$ cat config.mk
export PLATFORM = sky130hd
export DESIGN_NAME = pdp8l_iot_master
export DESIGN_NICKNAME = d
export VERILOG_FILES = /design/src/rtl/pdp8l_iot_master.sv
export SDC_FILE = /design/constraint.sdc
export NUM_CORES = 1
export LEC_CHECK = 0
export CORE_MARGIN = 4
export CORE_UTILIZATION = 25
export CTS_CLUSTER_DIAMETER = 100
export DETAILED_ROUTE_END_ITERATION = 6
export GPL_TIMING_DRIVEN = 0
export PLACE_DENSITY_LB_ADDON = 0.1
export SLEW_MARGIN = 20
export SYNTH_ARGS = -nofsm -noshare
export SYNTH_HDL_FRONTEND = slang
export SYNTH_SLANG_ARGS = --single-unit
$ cat constraint.sdc
create_clock -name CLOCK -period 3.8 [get_ports CLOCK]
set_input_delay 0.76 -clock CLOCK [delete_from_list [all_inputs] [get_ports CLOCK]]
set_output_delay 0.76 -clock CLOCK [all_outputs]
set_load 0.005 [all_outputs]
$ cat src/rtl/pdp8l_iot_master.sv
// IOT bus initiator: takes one opcode/AC transaction from the CPU side, runs the
// iopstart / settle / sample / iopstop handshake on the device bus, returns AC and skip.
module pdp8l_iot_master #(
  parameter int SETTLE = 4,
  parameter int RELTMO = 255
) (
  input  logic        CLOCK,
  input  logic        RESET,
  input  logic        CSTEP,
  input  logic        req,
  input  logic [11:0] opcode,
  input  logic [11:0] ac_in,
  output logic        ack,
  output logic [11:0] ac_out,
  output logic        skip,
  output logic        busy,
  output logic        timeout,
  output logic        iopstart,
  output logic        iopstop,
  output logic [11:0] ioopcode,
  output logic [11:0] cputodev,
  input  logic [11:0] devtocpu,
  input  logic        AC_CLEAR,
  input  logic        IO_SKIP
);

  typedef enum logic [2:0] {IDLE, START, WAIT, DONE, STOP} state_t;

  localparam logic [3:0] SETTLE_M1 = 4'(SETTLE - 1);
  localparam logic [7:0] RELTMO_L  = 8'(RELTMO);

  state_t     state, state_n;
  logic [3:0] cnt;
  logic [7:0] tmo;
  logic       accept, capture, load_cnt, dec_cnt, load_tmo, dec_tmo, set_timeout;
  logic       bus_idle;

  // Devices OR their data onto the bus; AC_CLEAR drops our own AC from the merge.
  function automatic logic [11:0] merge_ac(input logic clr, input logic [11:0] ac,
                                           input logic [11:0] dev);
    return (clr ? 12'o0000 : ac) | dev;
  endfunction

  assign bus_idle = (devtocpu == 12'o0000) && !AC_CLEAR && !IO_SKIP;

  always_comb begin
    state_n     = state;
    accept      = 1'b0;
    capture     = 1'b0;
    load_cnt    = 1'b0;
    dec_cnt     = 1'b0;
    load_tmo    = 1'b0;
    dec_tmo     = 1'b0;
    set_timeout = 1'b0;
    case (state)
      IDLE: if (req) begin
        accept  = 1'b1;
        state_n = START;
      end
      START: if (CSTEP) begin
        load_cnt = 1'b1;
        state_n  = WAIT;
      end
      WAIT: if (CSTEP) begin
        if (cnt == 4'd0) begin
          capture = 1'b1;
          state_n = DONE;
        end else begin
          dec_cnt = 1'b1;
        end
      end
      DONE: begin
        load_tmo = 1'b1;
        state_n  = STOP;
      end
      STOP: if (CSTEP) begin
        if (bus_idle) begin
          state_n = IDLE;
        end else if (tmo == 8'd0) begin
          set_timeout = 1'b1;
          state_n     = IDLE;
        end else begin
          dec_tmo = 1'b1;
        end
      end
      default: state_n = IDLE;
    endcase
  end

  always_ff @(posedge CLOCK) begin
    if (RESET) begin
      state    <= IDLE;
      cnt      <= 4'd0;
      tmo      <= 8'd0;
      ac_out   <= 12'o0000;
      skip     <= 1'b0;
      timeout  <= 1'b0;
      ioopcode <= 12'o0000;
      cputodev <= 12'o0000;
    end else begin
      state <= state_n;
      if (accept) begin
        ioopcode <= opcode;
        cputodev <= ac_in;
        timeout  <= 1'b0;
      end
      if (load_cnt) cnt <= SETTLE_M1;
      else if (dec_cnt) cnt <= cnt - 4'd1;
      if (capture) begin
        ac_out <= merge_ac(AC_CLEAR, cputodev, devtocpu);
        skip   <= IO_SKIP;
      end
      if (load_tmo) tmo <= RELTMO_L;
      else if (dec_tmo) tmo <= tmo - 8'd1;
      if (set_timeout) timeout <= 1'b1;
    end
  end

  assign iopstart = (state == START);
  assign iopstop  = (state == STOP);
  assign ack      = (state == DONE);
  assign busy     = (state != IDLE);

endmodule

==> impl_metrics.csv <==
group,metric,value,unit
run_status,status,"finished clean",
detailed_routing,ant_nets,0,
timing,rsz0062_at_grt,"no",
layout,fin_nets,406,
clocking,tritoncts,"done",
layout,fin_area,3290,um2
worst_setup_path,rr_startpoint,"state[0]",
clocking,cts_hold_buf,0,
global_routing,antenna_found_initial,0,
synthesis,ys_top_cells_by_count,"dfxtp_1, nand2_1, a21oi_1, nor2_1, clkbuf_1",
detailed_routing,dr.pass1.iters,4,
global_routing,grtUsageTotal,13.0,%
layout,fillers,924,
floorplan,ios,84,
synthesis,async_flop_share,0,%
worst_setup_path,required,3040,ps
clocking,clk_latency,300,ps
timing,worst_pin_slew,548,ps
place,dpl_cell_area,3210,um2
timing,fin_crit_sh,69.8,%
detailed_routing,drt_iter0_markers,33,
synthesis,synth.distinct_cells,38,
power_and_ir_drop,power.density,349,nW/um2
power_and_ir_drop,p_clk_share,27.9,%
power_and_ir_drop,leakagePower,1.13,nW
synthesis,syn-instance-count,272,
timing,period_minus_slack,2650,ps
worst_setup_path,end_kind,"output port",
synthesis,ys_seq_area_share,47.1,%
hold_path,hold_path.class,"reg2reg",
synthesis,avgSynthCellArea,8.28,um2
power_and_ir_drop,seqPwrFrac,52.8,%
timing,skew,10.8,ps
synthesis,synthFlopType,"dfxtp_1",
power_and_ir_drop,power_frac_comb,19.3,%
detailed_routing,drc_errors,0,
synthesis,synth_top_cell_by_area,"dfxtp_1",
worst_setup_path,critical_path.max_fanout,10,
detailed_routing,wl_per_cell,14.4,um
synthesis,synth_top_area_share,47.1,%
place,port_buffers,82,
clocking,cts_buffers,5,
global_routing,grt_pass1_vias,2099,
floorplan,core_area,8760,um2
floorplan,die_y,103,um
layout,stdcell_count,470,
synthesis,synthesis.area,2250,um2
flow_run,drv_cap,0,
worst_setup_path,worstSetupStartpoint,"state[0]",
clocking,h-tree-depth,2,
timing,relSlewSlack,63.4,%
detailed_routing,wirelength,6.79,mm
worst_setup_path,path_class,"reg2out",
detailed_routing,drt-vias-per-instance,4.61,
synthesis,synth_area_leaders,"dfxtp_1, nand2_1, a21oi_1, a211oi_1, nor2_1",
worst_setup_path,worstSetupStartpointType,"flip-flop",
timing,fin_setup_tns,0,ps
place,hpwl,5.18,mm
synthesis,yosys_warnings,0,
synthesis,synthMostInstantiatedCell,"dfxtp_1",
layout,drive_above_1_share,4.42,%
floorplan,start_util,25.7,%
hold_path,hp-start,"ioopcode[2]",
floorplan,row_count,34,
worst_setup_path,cp.arrival,1890,ps
timing,max_freq,377,MHz
power_and_ir_drop,total_power,0.00115,W
clocking,clock-sinks,53,
clocking,root_buffer,"clkbuf_8",
clocking,clk_path_buf_depth,2,
floorplan,die_w,103,um
layout,area_growth,46.2,%
power_and_ir_drop,switching_share,26.9,%
power_and_ir_drop,power_switching,0.000309,W
power_and_ir_drop,ir_drop,162,uV
timing,timing.hold.ws,459,ps
timing,setup_viol,0,
place,post-place-cells,462,
layout,antenna_cells,0,
synthesis,synth_edf_count,0,
layout,multiInputGateArea,1090,um2
place,globalplace.congestion,0.748,
floorplan,dieArea,10600,um2
synthesis,synth_fp_nets,317,
global_routing,grt_start_max_net_pins,16,
clocking,cts_resized,0,
detailed_routing,num_vias,2165,
timing,finalMaxSlewViolations,0,
synthesis,synth-seq-cells,53,
clocking,post_cts_buffers,0,
timing,finalHoldViolCount,0,
clocking,clkSlewWorstSetupHoldPaths,100,ps
global_routing,grt_overflow_total,0,
layout,final-seq-area,1060,um2
power_and_ir_drop,p_int,0.000838,W
global_routing,grt_pass1_wl,10.8,mm
-- per-stage QoR --
stage / util [%] / setup WS [ps]
floorplan: - / 1720
finish: 37.6 / 1150
CTS: 37.6 / 1090
global route: 37.6 / 988
detailed placement: 36.6 / 799
global placement: 36.6 / 806
-- layer usage --
layer	share of wire, %	track usage (%)
met5	0	0
met2	47	20.4
met4	1.4	3.19
met3	5.9	3.38
met1	46	17.9
-- state kept, by name, indices dropped and copies added, names as in the netlist --
| register | count |
|---|---|
| ioopcode | 12 |
| timeout | 1 |
| state | 3 |
| skip | 1 |
| cputodev | 12 |
| tmo | 8 |
| ac_out | 12 |
| cnt | 4 |
-- worst max-delay path: stages, from the launching register on --
cell and delay, ps:
dfxtp_1 320, clkbuf_1 270, nand3b_1 360, inv_1 130, clkdlybuf4s50_1 510
-- power groups by stage --
stage               clock network [W]  logic [W]  registers [W]
floorplan                           0  0.0000980       0.000616
global placement                    0   0.000225       0.000618
detailed placement                  0   0.000225       0.000618
CTS                          0.000340   0.000226       0.000606
global route                 0.000367   0.000248       0.000611
finish                       0.000320   0.000222       0.000606
-- logic make-up (layout without fill, tap and decap cells) --
family / count (synthesis) / in the layout / synth area share [%]
AO/OA/AOI/OAI: 72 / 72 / 19.6
multiplexers: 4 / 4 / 1.83
AND/OR/NAND/NOR: 110 / 110 / 23.9
buffers and inverters: 27 / 117 / 4.67
XOR/XNOR: 3 / 3 / 1.17
adder cells (fa/ha/maj): 3 / 3 / 1.67
flip-flops: 53 / 53 / 47.1
-- cell type report --
cell class	count	share of cell area, %
Multi-Input combinational cell	192	33.0
Sequential cell	53	32.2
Timing Repair Buffer	82	24.9
Tap cell	108	4.10
Buffer	20	2.39
Clock buffer	7	2.32
Inverter	7	0.798
Clock inverter	1	0.228
-- layout by cell type, fill, tap and decap left out, types with 2 or more instances in the layout --
master | synthesis | routed
nor2_1 | 18 | 18
nand2b_1 | 2 | 2
buf_2 | 3 | 3
and4bb_2 | 2 | 2
nor4_1 | 3 | 3
nor3_1 | 6 | 6
o21ai_0 | 3 | 3
nor2b_1 | 2 | 2
dfxtp_1 | 53 | 53
or4_1 | 6 | 6
inv_1 | 7 | 7
and2_1 | 2 | 2
a21oi_1 | 38 | 38
or3_1 | 4 | 4
ha_1 | 3 | 3
nand3_1 | 2 | 2
o31ai_1 | 6 | 6
mux2i_1 | 3 | 3
clkbuf_8 | 0 | 5
clkdlybuf4s50_1 | 0 | 82
nand2_1 | 52 | 52
a31oi_1 | 7 | 7
or2_2 | 2 | 2
a211oi_1 | 12 | 12
clkbuf_1 | 17 | 19
xor2_1 | 2 | 2
nor3b_1 | 4 | 4
-- final timing paths --
path,to,slack (ps),cells past startpoint
worst min register to register,ioopcode[2],460,2
worst max register to register,timeout,1720,7
worst max-delay path,ack,1150,4
worst min-delay path,ioopcode[2],460,2
(Power assumes the default switching activity.)
